--- config.mk ---
export PLATFORM = sky130hd
export DESIGN_NAME = ula_lsl_lsr_seq
export DESIGN_NICKNAME = d
export VERILOG_FILES = /design/src/rtl/ula_seq_pkg.sv /design/src/rtl/ula_seq_core.sv /design/src/rtl/ula_lsl_lsr_seq.sv
export SDC_FILE = /design/constraint.sdc
export NUM_CORES = 1
export LEC_CHECK = 0
export ABC_CLOCK_PERIOD_IN_PS = 1900
export CORE_ASPECT_RATIO = 0.7
export CORE_MARGIN = 2
export CORE_UTILIZATION = 50
export CTS_CLUSTER_SIZE = 40
export DETAILED_ROUTE_END_ITERATION = 8
export PLACE_DENSITY = 0.87
export SKIP_CTS_REPAIR_TIMING = 1
export SYNTH_ARGS = -nofsm -noshare
export SYNTH_HDL_FRONTEND = slang
export SYNTH_SLANG_ARGS = --single-unit
--- constraint.sdc ---
create_clock -name clk -period 1.9 [get_ports clk]
set_clock_uncertainty 0.2 [all_clocks]
set_input_delay 0.38 -clock clk [delete_from_list [all_inputs] [get_ports clk]]
set_output_delay 0.38 -clock clk [all_outputs]
set_load 0.01 [all_outputs]
--- src/rtl/ula_seq_pkg.sv ---
// Shared constants for the sequential ALU with multi-cycle LSL/LSR.
// Op codes, FSM state encoding, data width and shift saturation limit.
package ula_seq_pkg;

  localparam int W         = 4;
  localparam int SHIFT_SAT = 4;

  localparam logic [2:0] OP_AND  = 3'b000;
  localparam logic [2:0] OP_OR   = 3'b001;
  localparam logic [2:0] OP_NOTA = 3'b010;
  localparam logic [2:0] OP_NAND = 3'b011;
  localparam logic [2:0] OP_ADD  = 3'b100;
  localparam logic [2:0] OP_SUB  = 3'b101;
  localparam logic [2:0] OP_LSL  = 3'b110;
  localparam logic [2:0] OP_LSR  = 3'b111;

  typedef enum logic [1:0] {
    S_IDLE  = 2'd0,
    S_SHIFT = 2'd1,
    S_DONE  = 2'd2
  } state_e;

  // Shift amount clamped to SHIFT_SAT, so the counter fits in 3 bits.
  function automatic logic [2:0] sat_amt(input logic [W-1:0] b);
    sat_amt = (b > W'(SHIFT_SAT)) ? 3'(SHIFT_SAT) : b[2:0];
  endfunction

endpackage

--- src/rtl/ula_seq_core.sv ---
// Combinational single-cycle ALU ops (logic, add, sub).
// Shift opcodes pass A through so the FSM can load it as the shift seed.
module ula_seq_core
  import ula_seq_pkg::*;
(
  input  logic [W-1:0] a_in,
  input  logic [W-1:0] b_in,
  input  logic [2:0]   op_sel,
  output logic [W-1:0] y_out,
  output logic         c_out
);

  logic [W:0] w_sum;
  logic [W:0] w_diff;

  assign w_sum  = {1'b0, a_in} + {1'b0, b_in};
  assign w_diff = {1'b0, a_in} - {1'b0, b_in};

  always_comb begin
    y_out = a_in;
    c_out = 1'b0;
    case (op_sel)
      OP_AND:  y_out = a_in & b_in;
      OP_OR:   y_out = a_in | b_in;
      OP_NOTA: y_out = ~a_in;
      OP_NAND: y_out = ~(a_in & b_in);
      OP_ADD:  begin y_out = w_sum[W-1:0];  c_out = w_sum[W];  end
      // w_diff[W] is the borrow, i.e. A < B
      OP_SUB:  begin y_out = w_diff[W-1:0]; c_out = w_diff[W]; end
      default: y_out = a_in;
    endcase
  end

endmodule

--- src/rtl/ula_lsl_lsr_seq.sv ---
// Sequential ALU: single-cycle ops via ula_seq_core, LSL/LSR one bit per cycle.
// Optional zero/carry flag outputs enabled by ULA_SEQ_FLAGS_EN.
module ula_lsl_lsr_seq
  import ula_seq_pkg::*;
(
  input  logic         clk,
  input  logic         rst,
  input  logic         cmd_valid_in,
  output logic         cmd_ready_out,
  input  logic [W-1:0] a_in,
  input  logic [W-1:0] b_in,
  input  logic [2:0]   op_sel,
  output logic         res_valid_out,
  input  logic         res_ready_in,
  output logic [W-1:0] resultado_out,
`ifdef ULA_SEQ_FLAGS_EN
  output logic         zero_out,
  output logic         carry_out,
`endif
  output logic         busy_out
);

  state_e       r_state;
  logic [W-1:0] r_res;
  logic [2:0]   r_cnt;
  logic         r_dir_right;

  logic [W-1:0] w_core_y;
  logic         w_core_c;
  logic [2:0]   w_amt;
  logic         w_is_shift;
  logic [W-1:0] w_shift_nxt;
  logic         w_shift_out;

  ula_seq_core u_core (
    .a_in   (a_in),
    .b_in   (b_in),
    .op_sel (op_sel),
    .y_out  (w_core_y),
    .c_out  (w_core_c)
  );

  assign w_amt       = sat_amt(b_in);
  assign w_is_shift  = (op_sel[2:1] == 2'b11);
  assign w_shift_nxt = r_dir_right ? {1'b0, r_res[W-1:1]} : {r_res[W-2:0], 1'b0};
  assign w_shift_out = r_dir_right ? r_res[0] : r_res[W-1];

`ifdef ULA_SEQ_FLAGS_EN
  logic r_zero;
  logic r_carry;
  assign zero_out  = r_zero;
  assign carry_out = r_carry;
`else
  logic w_unused_flags;
  assign w_unused_flags = w_core_c ^ w_shift_out;
`endif

  always_ff @(posedge clk or posedge rst) begin
    if (rst) begin
      r_state     <= S_IDLE;
      r_res       <= '0;
      r_cnt       <= '0;
      r_dir_right <= 1'b0;
`ifdef ULA_SEQ_FLAGS_EN
      r_zero      <= 1'b0;
      r_carry     <= 1'b0;
`endif
    end else begin
      case (r_state)
        S_IDLE: if (cmd_valid_in) begin
          // Shift ops seed r_res with A; core passes A through for them.
          r_res       <= w_core_y;
          r_dir_right <= op_sel[0];
`ifdef ULA_SEQ_FLAGS_EN
          r_zero      <= (w_core_y == '0);
          r_carry     <= w_core_c;
`endif
          if (w_is_shift && (w_amt != 3'd0)) begin
            r_cnt   <= w_amt;
            r_state <= S_SHIFT;
          end else begin
            r_cnt   <= 3'd0;
            r_state <= S_DONE;
          end
        end
        S_SHIFT: begin
          r_res <= w_shift_nxt;
          r_cnt <= r_cnt - 3'd1;
`ifdef ULA_SEQ_FLAGS_EN
          r_zero  <= (w_shift_nxt == '0);
          r_carry <= w_shift_out;
`endif
          if (r_cnt == 3'd1) r_state <= S_DONE;
        end
        S_DONE: if (res_ready_in) r_state <= S_IDLE;
        default: r_state <= S_IDLE;
      endcase
    end
  end

  assign cmd_ready_out = (r_state == S_IDLE);
  assign res_valid_out = (r_state == S_DONE);
  assign busy_out      = (r_state != S_IDLE);
  assign resultado_out = r_res;

endmodule

==> results.cfg, run 1 <==
[worst_setup_path]
rr_worst_depth = 5
rrSetupSlack_ps = 280
cp_max_fo = 4
r2r_start = r_state[0]$_DFFE_PP0P_
path_class = input port to flop
crit_path_top_delay_cell = ha_4
cpPeakStageDelay_ps = 300
crit_path_start_kind = input port
crit_path_end = resultado_out[3]$_DFFE_PP0P_
timing.rr.end = resultado_out[2]$_DFFE_PP0P_
cp_data_arrival_time_ps = 2100
endpoint_kind = flop
crit_chain = buf_6, nand3b_1, and2_4, xnor2_2, ha_4, nand2_2, o21a_1, nor3_2, o211ai_1, a31oi_1
critPathRequiredTime_ps = 1890
startpoint = op_sel[1]

[global_route]
met1_usage = 0.359
gr-usage-all-layers = 0.259
grt_pass1_wl_um = 4760
grt.busiest_layer = met2
antenna_found_initial = 0
first_global_vias = 1050
grt_util_met2 = 0.395
overflow = 0
grt_max_degree = 12
grt_use_met3 = 0.0685

[run]
drv_cap = 0

[sta]
timing.final.max_slew_violations = 0
max_slew_margin = 0.725
fin_ws_ps = -209
rsz0062_at_grt = true
worst_pin_slew_ps = 412
setup_violations = 3
max_freq_mhz = 474
fin_hold_ws_ps = 185
hold_violations = 0
fin_tns_setup_ps = -458
fin_crit_sh = 1.11
fin_crit_ps = 2110

[die]
start_util = 0.534
die-area_um2 = 2380
dieHeight_um = 41.4
core_um2 = 1870
die_w_um = 57.4
rows = 13
ios = 22

[power_and_ir_drop]
p_sw_frac = 0.404
clock_power_share = 0.134
pwr-share-comb = 0.586
switchingPower_uw = 600
p_leak_nw = 0.739
intPower_uw = 885
p_per_area_nw_per_um2 = 946
power_frac_seq = 0.280
max-vdd-ir-drop_mv = 0.821

[cells_and_area]
postLayoutCoreUtil = 0.839
nets = 192
finalNonFillerCells = 189
syn_to_final_growth_pct = 56.9
drive_gt1_frac = 0.353
num_antenna_cells = 0

[clocking]
clkSinkCount = 10
root_buffer = clkbuf_4
cts_max_path_buffers = 2
cts_tree = yes
cts_buffers = 3
htreeDepth = 1
clock_latency_ps = 270
clkSlewWorstSetupHoldPaths_ps = 70

[synth]
syn_nets = 143
synth_most_common_cell = inv_1
synth.cell_area_um2 = 1000
synth_top_area_cell = dfrtp_1
synthAdderAreaFrac = 0.120
synth-seq-area-share = 0.250
synthCells = 119
async_reset_ff_frac = 1.00
ys_seq_elements = 10
netlist_top_cells_area = dfrtp_1 (25%), ha_1 (10%), inv_1 (4.5%), nand2_1 (3.8%), a21oi_1 (3.5%)
synthMuxAreaShare = 0.0751
synth_edf_count = 0
synth_top_family_by_area = compound AO/OA/AOI/OAI gates
synth_compound_area_frac = 0.233
synth.distinct_cells = 42
synthSimpleGateAreaFrac = 0.200
avgSynthCellArea_um2 = 8.40
synth_ff_type = dfrtp_1
yosys.area_share.xor_xnor = 0.0263
synth_top_area_frac = 0.250
synth_common_cells = inv_1 (12), dfrtp_1 (10), nand2_1 (10)
yosys_warnings = 0

[routing]
wl_per_cell_um = 19.0
ant_nets = 0
dr.pass1.iters = 6
via_count = 1185
drc = 0
drt-total-wl_um = 3590
drt-initial-drc-count = 97
detail_route.vias_per_cell = 6.27

[place]
hpwl_um = 2210
placedCellCount = 180
place_ws_ps = -854
port_buffers = 21
gp_congestion = 0.821

[run_status]
violations = setup timing
outcome = finished with violations

[hold_path]
hold_class = input port to async pin
## stage by stage
step | total power [mW] | instance area, um^2
after global routing | 1.58 | 1570
after global placement | 1.14 | 1380
after CTS | 1.38 | 1420
after floorplan | 0.819 | 1010
final | 1.48 | 1570
after detailed placement | 1.18 | 1380
## worst min-delay path by stage
stage / startpoint / endpoint / slack, ps / cells past startpoint
floorplan: rst / r_cnt[0]$_DFFE_PP0P_ / 20 / 1
global placement: r_cnt[1]$_DFFE_PP0P_ / r_cnt[1]$_DFFE_PP0P_ / 270 / 2
detailed placement: r_cnt[1]$_DFFE_PP0P_ / r_cnt[1]$_DFFE_PP0P_ / 290 / 2
CTS: rst / resultado_out[3]$_DFFE_PP0P_ / 200 / 2
global route: rst / r_dir_right$_DFFE_PP0P_ / 230 / 2
finish: rst / r_dir_right$_DFFE_PP0P_ / 180 / 2
## layout by cell type (no fill, tap or decap), types with 4 or more instances in the layout
master	synthesis	routed
buf_6	2	4
o211ai_1	4	4
clkdlybuf4s50_1	0	11
a21oi_1	7	6
buf_4	0	29
dlymetal6s2s_1	0	7
nand3b_1	4	4
inv_1	12	8
nand2_1	10	9
nor2_1	5	4
dfrtp_1	10	10
a31oi_1	4	4
ha_4	0	4
ha_1	8	4
## final cells by class
cell class / count / area [um^2]
tap: 22 / 27.5
multi-input combinational: 89 / 739
clock buffer: 4 / 36.3
inverter: 13 / 55.1
fill: 115 / 302
timing repair buffer: 51 / 460
sequential: 10 / 250
## cell families after synthesis
kind of cell / Yosys count
AO/OA/AOI/OAI: 35
XOR/XNOR: 3
adder cells (fa/ha/maj): 9
buffers and inverters: 20
flip-flops: 10
multiplexers: 6
AND/OR/NAND/NOR: 36
## worst max-delay path: cells and delay by family
kind,cells,cell delay (ps)
compound gates,3,510
xor+xnor,1,140
fa+ha+maj,1,300
buf+inv,1,100
simple gates,4,670
## power by group through the flow
| stage | Sequential [mW] | Combinational [mW] | Clock [mW] |
|---|---|---|---|
| finish | 0.415 | 0.870 | 0.199 |
| global route | 0.431 | 0.937 | 0.212 |
| CTS | 0.401 | 0.777 | 0.199 |
| detailed placement | 0.406 | 0.772 | 0 |
| global placement | 0.396 | 0.740 | 0 |
| floorplan | 0.397 | 0.422 | 0 |
## per-layer routing
metal	vias up	routed length [um]
met1	577	1470
met5	-	0
met3	17	234
met2	62	1750
li1	529	-
met4	0	127
## flip-flops by register name, indices dropped and copies added, names as in the netlist
signal,count
r_cnt,3
r_dir_right,1
r_state,2
resultado_out,4
(Power assumes the default switching activity.)
==> run 2, diff against run 1 <==
- CORE_UTILIZATION: 50 -> 45
- PLACE_DENSITY: 0.87 -> 0.8
- SLEW_MARGIN: not set -> 20
==> run 2 against run 1 <==
  * The run still ends with setup timing left
  * Die area rose by 10%
  * Worst hold slack got worse by 12 ps
  * Worst setup slack improved by 67 ps
  * Sequential power fell by 3%
  * Register-to-register slack improved by 110 ps
  * Non-clock buffer count fell by 2
  * Critical path depth rose by 2
  * Via count fell by 7.8%
  * Power fell by 6.0%
==> results.cfg, run 2 (synthesis gave the netlist of run 1 again) <==
[run_status]
outcome = finished with violations
violations = setup timing

[sta]
max_freq_mhz = 490
fin_ws_ps = -142
timing.final.max_slew_violations = 0
fin_crit_sh = 1.07
setup_violations = 2
hold_violations = 0
rsz0062_at_grt = true
fin_hold_ws_ps = 173
fin_crit_ps = 2040
max_slew_margin = 0.747
worst_pin_slew_ps = 380

[power_and_ir_drop]
p_per_area_nw_per_um2 = 917
total_power_mw = 1.40
max-vdd-ir-drop_mv = 0.567
p_leak_nw = 0.728

[cells_and_area]
final_common_cell = buf_4
syn_to_final_growth_pct = 52.2
nets = 190
drive_gt1_frac = 0.309
final_cell_mix = buf_4 (28), clkdlybuf4s50_1 (11), nand2_1 (10), dfrtp_1 (10)
num_antenna_cells = 0
largest_reg_flops = 4
finalNonFillerCells = 197

[routing]
drt-initial-drc-count = 50
via_count = 1093
dr.pass1.iters = 4
detail_route.vias_per_cell = 5.55
drt-total-wl_um = 2770
wl_per_cell_um = 14.0
drc = 0
ant_nets = 0

[clocking]
cts_tree = yes
clock_latency_ps = 280
htreeDepth = 1
cts_max_path_buffers = 2
clkSlewWorstSetupHoldPaths_ps = 80
cts_buffers = 3
clkSinkCount = 10
root_buffer = clkbuf_4

[die]
core_um2 = 2120
die-area_um2 = 2620
rows = 14
die_w_um = 60.3
start_util = 0.472
ios = 22
dieHeight_um = 43.4

[worst_setup_path]
crit_path_start_kind = input port
endpoint_kind = flop
crit_path_top_delay_cell = ha_4
cp_max_fo = 3
rrSetupSlack_ps = 390
timing.rr.end = r_cnt[1]$_DFFE_PP0P_
rr_worst_depth = 4
crit_chain = dlymetal6s2s_1, inv_2, ha_4, inv_2, and2_4, xnor2_2, ha_4, a21oi_2, o21a_1, o21a_1, o211ai_1, a31oi_1
critPathRequiredTime_ps = 1900
cp_data_arrival_time_ps = 2040
r2r_start = r_state[0]$_DFFE_PP0P_
path_class = input port to flop
cpPeakStageDelay_ps = 230

[global_route]
grt_pass1_wl_um = 4320
grt_max_degree = 12
first_global_vias = 979
overflow = 0
gr-usage-all-layers = 0.226
antenna_found_initial = 0

[place]
hpwl_um = 2170
place_ws_ps = -839
placedCellCount = 191
port_buffers = 21
gp_congestion = 0.874

[run]
drv_cap = 0

[hold_path]
hold_class = input port to async pin
run 2: changes by cell type in the layout (fill, tap and decap cells not counted), sizes merged:
cell and delta:
clkbuf +1, dlymetal6s2s +1, buf -4
run 2: how the worst max path moves through the flow:
stage | endpoint | slack [ps] | startpoint
2_1_floorplan | resultado_out[3]$_DFFE_PP0P_ | -320 | op_sel[1]
3_3_place_gp | resultado_out[3]$_DFFE_PP0P_ | -810 | op_sel[1]
3_5_place_dp | resultado_out[3]$_DFFE_PP0P_ | -840 | b_in[0]
4_1_cts | resultado_out[3]$_DFFE_PP0P_ | -550 | op_sel[1]
5_1_grt | resultado_out[3]$_DFFE_PP0P_ | -210 | op_sel[1]
6_report | resultado_out[3]$_DFFE_PP0P_ | -140 | b_in[1]
run 2: layout make-up:
class	count	area (um^2)
Timing Repair Buffer	49	437
Inverter	13	50.0
Sequential cell	10	250
Clock buffer	4	36.3
Multi-Input combinational cell	89	708
Fill cell	160	598
Tap cell	32	40.0
run 2: power breakdown:
part | leakage [nW] | switching, mW | internal, mW
registers | 0.123 | 0.0903 | 0.311
logic | 0.584 | 0.357 | 0.434
clock network | 0.0210 | 0.0867 | 0.117
run 2: critical path, delay by kind of cell:
family / cells / cell delay, ps
xor+xnor: 1 / 160
compound gates: 5 / 750
fa+ha+maj: 2 / 350
buf+inv: 3 / 250
simple gates: 1 / 130
run 2: per-layer routing:
| layer | track usage | routed length, um | up-vias |
|---|---|---|---|
| met5 | 0 | 0 | - |
| met4 | 0.0400 | 28 | 0 |
| met3 | 0.0716 | 186 | 5 |
| met2 | 0.346 | 1270 | 44 |
| met1 | 0.318 | 1280 | 519 |
| li1 | - | - | 525 |
run 2: through the flow:
step / util / setup TNS, ps / area (um^2)
3_3_place_gp: 0.661 / -3170 / 1400
4_1_cts: 0.678 / -1570 / 1440
6_report: 0.718 / -214 / 1520
2_1_floorplan: - / -607 / 1010
5_1_grt: 0.718 / -410 / 1520
3_5_place_dp: 0.661 / -3200 / 1400
